## config.mk

```make
export PLATFORM = sky130hd
export DESIGN_NAME = iob_pfsm_dwell
export DESIGN_NICKNAME = d
export VERILOG_FILES = /design/src/rtl/iob_pfsm_dwell.sv
export SDC_FILE = /design/constraint.sdc
export NUM_CORES = 1
export LEC_CHECK = 0
export CAP_MARGIN = 20
export CORE_ASPECT_RATIO = 0.8
export CORE_UTILIZATION = 57
export CTS_BUF_LIST = sky130_fd_sc_hd__clkbuf_4
export CTS_CLUSTER_DIAMETER = 100
export DETAILED_ROUTE_END_ITERATION = 6
export HOLD_SLACK_MARGIN = 0.02
export PLACE_DENSITY = 0.82
export REMOVE_ABC_BUFFERS = 1
export SETUP_SLACK_MARGIN = 0.02
export SLEW_MARGIN = 10
export SYNTH_ARGS = -nofsm -noshare
export SYNTH_HDL_FRONTEND = slang
export SYNTH_SLANG_ARGS = --single-unit
```

## constraint.sdc

```tcl
create_clock -name clk_i -period 3.2 [get_ports clk_i]
set_input_delay 0.48 -clock clk_i [delete_from_list [all_inputs] [get_ports clk_i]]
set_output_delay 0.48 -clock clk_i [all_outputs]
set_load 0.02 [all_outputs]
```

## src/rtl/iob_pfsm_dwell.sv

```systemverilog
// Programmable FSM with per-transition dwell, run/halt/step control and a
// state breakpoint. The LUT is indexed by {state, inputs} and each word holds
// {dwell, next_state, outputs}.
module iob_pfsm_dwell #(
  parameter int unsigned STATE_W  = 2,
  parameter int unsigned INPUT_W  = 2,
  parameter int unsigned OUTPUT_W = 4,
  parameter int unsigned DWELL_W  = 8,
  parameter int unsigned ENTRY_W  = DWELL_W + STATE_W + OUTPUT_W
) (
  input  logic                       clk_i,
  input  logic                       rst_i,
  input  logic                       cke_i,
  input  logic                       lut_we_i,
  input  logic [STATE_W+INPUT_W-1:0] lut_addr_i,
  input  logic [ENTRY_W-1:0]         lut_wdata_i,
  input  logic                       run_i,
  input  logic                       halt_i,
  input  logic                       step_i,
  input  logic                       stop_i,
  input  logic                       bkpt_en_i,
  input  logic [STATE_W-1:0]         bkpt_state_i,
  input  logic [INPUT_W-1:0]         input_ports_i,
  output logic [OUTPUT_W-1:0]        output_ports_o,
  output logic [STATE_W-1:0]         state_o,
  output logic [1:0]                 mode_o,
  output logic                       bkpt_hit_o
);

  localparam int unsigned AddrW = STATE_W + INPUT_W;
  localparam int unsigned Depth = 2 ** AddrW;

  typedef enum logic [1:0] {
    StIdle = 2'd0,
    StRun  = 2'd1,
    StWait = 2'd2,
    StHalt = 2'd3
  } mode_e;

  logic [ENTRY_W-1:0]  lut_q [Depth];
  mode_e               mode_q, mode_d;
  logic [STATE_W-1:0]  state_q, state_d;
  logic [OUTPUT_W-1:0] out_q, out_d;
  logic [DWELL_W-1:0]  cnt_q, cnt_d;
  logic [STATE_W-1:0]  pend_q, pend_d;
  logic                hit_q, hit_d;
  // stepping: the current WAIT was started by step_i and returns to HALT.
  logic                stepping_q, stepping_d;
  // paused: HALT was entered from WAIT, so run_i resumes the dwell.
  logic                paused_q, paused_d;
  logic                do_eval;

  logic [AddrW-1:0]    rd_addr;
  logic [ENTRY_W-1:0]  entry;
  logic [OUTPUT_W-1:0] e_out;
  logic [STATE_W-1:0]  e_next;
  logic [DWELL_W-1:0]  e_dwell;

  assign rd_addr = {state_q, input_ports_i};
  assign entry   = lut_q[rd_addr];
  assign e_out   = entry[OUTPUT_W-1:0];
  assign e_next  = entry[OUTPUT_W +: STATE_W];
  assign e_dwell = entry[OUTPUT_W+STATE_W +: DWELL_W];

  // LUT write port; read is asynchronous so a same-cycle write sees old data.
  always_ff @(posedge clk_i) begin
    if (cke_i && lut_we_i) begin
      lut_q[lut_addr_i] <= lut_wdata_i;
    end
  end

  // Control-mode next-state and PFSM datapath update.
  always_comb begin
    mode_d     = mode_q;
    state_d    = state_q;
    out_d      = out_q;
    cnt_d      = cnt_q;
    pend_d     = pend_q;
    hit_d      = 1'b0;
    stepping_d = stepping_q;
    paused_d   = paused_q;
    do_eval    = 1'b0;

    if (stop_i) begin
      mode_d     = StIdle;
      state_d    = '0;
      cnt_d      = '0;
      stepping_d = 1'b0;
      paused_d   = 1'b0;
    end else begin
      unique case (mode_q)
        StIdle: begin
          if (run_i) mode_d = StRun;
        end
        StRun: begin
          if (halt_i) mode_d = StHalt;
          else        do_eval = 1'b1;
        end
        StWait: begin
          if (halt_i) begin
            mode_d   = StHalt;
            paused_d = 1'b1;
          end else if (cnt_q == DWELL_W'(1)) begin
            state_d    = pend_q;
            cnt_d      = '0;
            stepping_d = 1'b0;
            if (bkpt_en_i && (pend_q == bkpt_state_i)) begin
              mode_d = StHalt;
              hit_d  = 1'b1;
            end else if (stepping_q) begin
              mode_d = StHalt;
            end else begin
              mode_d = StRun;
            end
          end else begin
            cnt_d = cnt_q - DWELL_W'(1);
          end
        end
        StHalt: begin
          if (run_i) begin
            mode_d     = paused_q ? StWait : StRun;
            paused_d   = 1'b0;
            stepping_d = 1'b0;
          end else if (step_i) begin
            if (paused_q) begin
              mode_d     = StWait;
              paused_d   = 1'b0;
              stepping_d = 1'b1;
            end else begin
              do_eval = 1'b1;
            end
          end
        end
      endcase

      // One RUN-cycle evaluation, shared by RUN and single-step from HALT.
      if (do_eval) begin
        out_d = e_out;
        if (e_dwell == '0) begin
          state_d = e_next;
          if (mode_q == StRun && bkpt_en_i && (e_next == bkpt_state_i)) begin
            mode_d = StHalt;
            hit_d  = 1'b1;
          end
        end else begin
          cnt_d      = e_dwell;
          pend_d     = e_next;
          mode_d     = StWait;
          stepping_d = (mode_q == StHalt);
        end
      end
    end
  end

  // State registers; cke_i low freezes everything.
  always_ff @(posedge clk_i) begin
    if (cke_i) begin
      if (rst_i) begin
        mode_q     <= StIdle;
        state_q    <= '0;
        out_q      <= '0;
        cnt_q      <= '0;
        pend_q     <= '0;
        hit_q      <= 1'b0;
        stepping_q <= 1'b0;
        paused_q   <= 1'b0;
      end else begin
        mode_q     <= mode_d;
        state_q    <= state_d;
        out_q      <= out_d;
        cnt_q      <= cnt_d;
        pend_q     <= pend_d;
        hit_q      <= hit_d;
        stepping_q <= stepping_d;
        paused_q   <= paused_d;
      end
    end
  end

  assign output_ports_o = out_q;
  assign state_o        = state_q;
  assign mode_o         = mode_q;
  assign bkpt_hit_o     = hit_q;

endmodule

```

## Word-level counts from Yosys, hierarchy flattened

Memory sizes are Yosys's and may differ from the RTL's.
Cells that the tools add are included.

- Memories kept: 1
- Output and inout bits: 9
- Word-level logic and storage cells: 88
- Flip-flop bits (word level): 21
- RAM bits: 224
- Bits of input ports: 31

Memories:

| memory | words | bits a word | read ports | clocked after memory_dff | wr ports | RTL line | RTL |
|---|---|---|---|---|---|---|---|
| lut_q | 16 | 14 | 1 | 0 | 1 | 40 | `logic [ENTRY_W-1:0] lut_q [Depth];` |

- $add $sub $neg: 1
- Reduce and logical (&&, ||, !) cells: 12
- Multiplexer cells: 56
- Equal/unequal tests: 10

Operator list:

| operator | count |
|---|---|
| two-way mux 2 bit | 21 |
| two-way mux 8 bit | 5 |
| two-way mux 1 bit | 24 |
| equality test 8 x 1 -> 1 bit (second input constant) | 1 |
| logical NOT 8 bit | 1 |
| two-way mux 4 bit | 2 |
| case mux 2 bit (4 select lines) | 1 |
| AND reduction 4 bit | 2 |
| subtractor 8 x 1 -> 8 bit (second input constant) | 1 |
| case mux 1 bit (2 select lines) | 3 |
| != test 5 bit (second input constant) | 1 |
| equality test 2 bit | 2 |
| equality test 2 bit (second input constant) | 2 |
| logical AND 1 bit | 4 |
| != test 2 bit (second input constant) | 2 |
| != test 4 bit (second input constant) | 1 |
| nonzero test 4 bit | 1 |
| AND reduction 3 bit | 1 |
| equality test 2 x 1 -> 1 bit (second input constant) | 1 |
| logical NOT 2 bit | 1 |
| nonzero test 2 bit | 1 |
| OR reduction 2 bit | 1 |

## Longest topological paths before layout

- Depth after elaboration: 9
- Mapped depth: 10
- Gate-level depth less buffers: 9

## Worst setup path after synthesis

No wires, ideal clock.

- Path kind: input to register
- Start point: input port input_ports_i[0]
- End point: register out_q[0], in the netlist output_ports_o[0], data pin
- Cell stages on the path: 7
- Arrival time: 2.818 ns
- Setup slack: 0.127 ns
- Path buffers: 4
- Cell sequence: buf_2 -> buf_2 -> buf_2 -> buf_2 -> mux4_2 -> mux4_2 -> and2_1

- Longest elaborated chain between the ends: 3

RTL lines:

| item | RTL line | RTL |
|---|---|---|
| start, declared | 23 | `input logic [INPUT_W-1:0] input_ports_i,` |
| memory (16 x 14 bit) | -- |  |
| two-way mux 4 bit | 137 | `if (do_eval) begin` |
| two-way mux 4 bit | 84 | `if (stop_i) begin` |
| end signal, assigned | 170 | `out_q <= out_d;` |
| end, declared | 43 | `logic [OUTPUT_W-1:0] out_q, out_d;` |

Every way passes these cells. The select of a mux whose other input is x is not followed.
A chain may end at the register's enable or synchronous reset.

## Worst setup path after layout

- Start point: register state_q[0], in the netlist state_o[0]
- End point: register cnt_q[5], data pin

- Longest elaborated chain between the ends: 4

RTL lines:

| item | RTL line | RTL |
|---|---|---|
| start, declared | 42 | `logic [STATE_W-1:0] state_q, state_d;` |
| start signal, assigned | 169 | `state_q <= state_d;` |
| memory (16 x 14 bit) (*) | -- |  |
| logical NOT 8 bit | 139 | `if (e_dwell == '0) begin` |
| two-way mux 8 bit (*) | 139 |  |
| two-way mux 8 bit (*) | 137 |  |
| end signal, assigned | 171 | `cnt_q <= cnt_d;` |
| end, declared | 44 | `logic [DWELL_W-1:0] cnt_q, cnt_d;` |

Every way passes the cells marked *; elsewhere a longest branch is shown, timed or not.

==> flow_summary.yaml <==
clock_network:
  cts_resized: 0
  cts_root_buf: "clkbuf_4"
  cts_tree: "yes"
  numCtsBuffers: 58
  cts_setup_buffers: 0
  cts_buffer_depth: 3
  clk_pin_slew_worst_paths_ps: 70
  cts_sinks: 245
  ctsHtreeMaxLevel: 2
  clkLatencyLatePin_ps: 670
  cts_hold_buf: 0
run_status:
  status: "finished, final reports clean"
worst_setup_path:
  worstPathRequired_ps: 3700
  slowest_stage: "edfxtp_1"
  r2r_setup_slack_ps: 500
  cp-end-kind: "flip-flop"
  start_kind: "flip-flop"
  critPathMaxStageDelay_ps: 580
  critPathArrivalTime_ps: 3190
  crit_type: "reg2reg"
  crit_chain: "and2_1 > a22oi_1 > nand2_1 > or4_4 > o41ai_4 > buf_4 > a22oi_1 > nor2_1"
  crit_fanout: 11
  rr_startpoint: "state_o[0]$_SDFFCE_PP0P_"
  timing.rr.end: "cnt_q[5]$_SDFFCE_PP0P_"
  cp_common_cell: "a22oi_1"
  r2r_cells: 8
placement:
  portBuffers: 39
  dpl.hpwl_mm: 13.63
  place_congestion: 0.9235
finish:
  most-common-layout-cells: "edfxtp_1, clkbuf_4, mux4_2"
  drive_gt1_share_pct: 29.85
  n_fill_cell: 1037
  register_area_um2: 7357
  nets: 667
  layout_commonest_cell: "edfxtp_1"
  syn2layout_area_growth_pct: 16.88
  multi_input_area_um2: 2450
global_route:
  grt_pass1_wl_mm: 33.73
  antenna_found_initial: 1
  grt_start_max_net_pins: 39
  grt_overflow: 0
  groute.usage.overall_pct: 26.34
  grt_pass1_vias: 5863
logic_synthesis:
  synth-seq-area-share_pct: 74.24
  ys_types: 48
  synthFlopType: "edfxtp_1"
  ys_ff_latch: 245
  synth-edff-count: 245
  synthCells: 513
  synth_warnings: 0
  synth_area_per_cell_um2: 19.32
  async_flop_share_pct: 0
  syn_area_um2: 9910
routing:
  vias: 5611
  wl_per_cell_um: 24.21
  routed_wl_mm: 21.81
  ant_nets: 0
  via_per_inst: 6.228
  first_pass_iters: 4
  drt_iter0_drc: 576
  drc: 0
die:
  die_y_um: 119.9
  fp.dieW_um: 149.4
  start_util_pct: 59.11
  rows: 42
  die_area_um2: 17920
  coreArea_um2: 16760
  io_pins: 40
sta:
  worst_slew_pin_slew_ps: 648.6
  min_period_ps: 2695
  setup_viol: 0
  rsz0062_at_grt: "false"
  fmax_mhz: 371.0
  fin_skew_ps: 41.64
  relSlewSlack_pct: 56.15
  holdWs_ps: 551.5
  hold_viol: 0
  slew_viol_final: 0
  fin_crit_sh_pct: 84.22
power_and_ir_drop:
  sw_frac_of_total_pct: 22.23
  internal_power_uw: 5088
  comb_power_share_pct: 6.5
  pwr-share-clk_pct: 38.4
  p_switching_uw: 1454
  power_density_nw_per_um2: 564.8
  power_frac_seq_pct: 55.2
  finalPower_uw: 6542
  ir_drop_mv: 0.3339
  p_leak_uw: 0.003889
worst_hold_path:
  min_from: "rst_i"
  whs_endpoint: "pend_q[0]$_SDFFCE_PP0P_"
  hold_depth: 2
  hold_path_class: "in2reg"
run:
  cap_violations: 0
registers in the layout, summed over array words and instances (netlist names):
name	cells
state_o	2
output_ports_o	4
lut_q	224
bkpt_hit_o	1
stepping_q	1
cnt_q	8
mode_o	2
paused_q	1
pend_q	2
cell usage after synthesis (all sizes together) (2+ instances only):
master,number,area (µm²)
nand2,20,75.07
a21oi,9,45.04
mux2,6,67.56
a221oi,4,35.03
mux4,56,1261
and3,2,12.51
o22ai,2,12.51
nor2b,3,18.77
a211oi,3,22.52
inv,8,30.03
and2,8,50.05
o21ai,5,25.02
a22oi,17,127.6
clkbuf,11,41.29
or2,2,12.51
edfxtp,245,7357
ha,2,25.02
o21a,3,22.52
buf,10,51.30
nor3,9,45.04
nor4b,2,17.52
a31oi,2,12.51
nor4,2,18.77
mux2i,16,160.2
nand2b,5,31.28
nor2,43,161.4
xnor2,3,26.28
routing by layer:
layer,track usage (%),share of wire (%),wire length [µm]
met1,37.16,40,8802
met2,39.18,46,10110
met3,6.996,10,2238
met4,11.22,3.0,663
met5,0,0,0
critical path, delay by kind of cell (launching register included):
family	cells	cell delay [ps]
AOI/OAI and AO/OA	3	560
buffers and inverters	1	220
DFF	1	580
and+or+nand+nor	4	1140
power by group through the flow:
stage / logic (µW) / clock network [µW] / registers, µW
final: 424 / 2510 / 3610
after global routing: 455 / 2730 / 3610
after CTS: 423 / 2580 / 3610
after detailed placement: 420 / 0 / 3680
after global placement: 405 / 0 / 3670
after floorplan: 198 / 0 / 3680
layout make-up:
type,count,area share (%)
Antenna cell,1,0.02161
Clock buffer,79,5.120
Clock inverter,27,1.350
Inverter,8,0.2593
Multi-Input combinational cell,239,21.15
Sequential cell,245,63.52
Tap cell,220,2.377
Timing Repair Buffer,82,6.201
worst max path at each step:
stage | from | to | slack [ps] | depth (start not counted)
3_3_place_gp | input_ports_i[0] | mode_o[1]$_SDFFCE_PP0P_ | 30 | 9
2_1_floorplan | input_ports_i[0] | stepping_q$_SDFFCE_PP0P_ | 480 | 7
4_1_cts | state_o[1]$_SDFFCE_PP0P_ | state_o[1] | 550 | 2
3_5_place_dp | input_ports_i[0] | mode_o[1]$_SDFFCE_PP0P_ | -4 | 9
5_1_grt | state_o[1]$_SDFFCE_PP0P_ | mode_o[1]$_SDFFCE_PP0P_ | 430 | 8
6_report | state_o[0]$_SDFFCE_PP0P_ | cnt_q[5]$_SDFFCE_PP0P_ | 500 | 8
per-stage QoR:
stage / instance area [µm²] / instances / utilization (%) / setup slack, ps / TNS [ps]
after floorplan: 9817 / 492 / - / 483.0 / 0
after global placement: 10830 / 794 / 64.61 / 31.50 / 0
after detailed placement: 10830 / 794 / 64.61 / -4.367 / -4.367
after CTS: 11580 / 900 / 69.08 / 545.2 / 0
after global routing: 11580 / 900 / 69.08 / 430.3 / 0
final: 11580 / 901 / 69.09 / 504.9 / 0
logic make-up (layout without fill, tap and decap cells):
kind of cell | Yosys count | in the layout | share of synthesized area [%]
flip-flops | 245 | 245 | 74.24
buffers and inverters | 29 | 196 | 1.237
other | 0 | 1 | 0
AND/OR/NAND/NOR | 102 | 102 | 4.949
AO/OA/AOI/OAI | 53 | 53 | 3.939
adder cells (fa/ha/maj) | 2 | 2 | 0.2525
XOR/XNOR | 4 | 4 | 0.3536
multiplexers | 78 | 78 | 15.03
No activity file was read; power rests on OpenSTA's default activity.
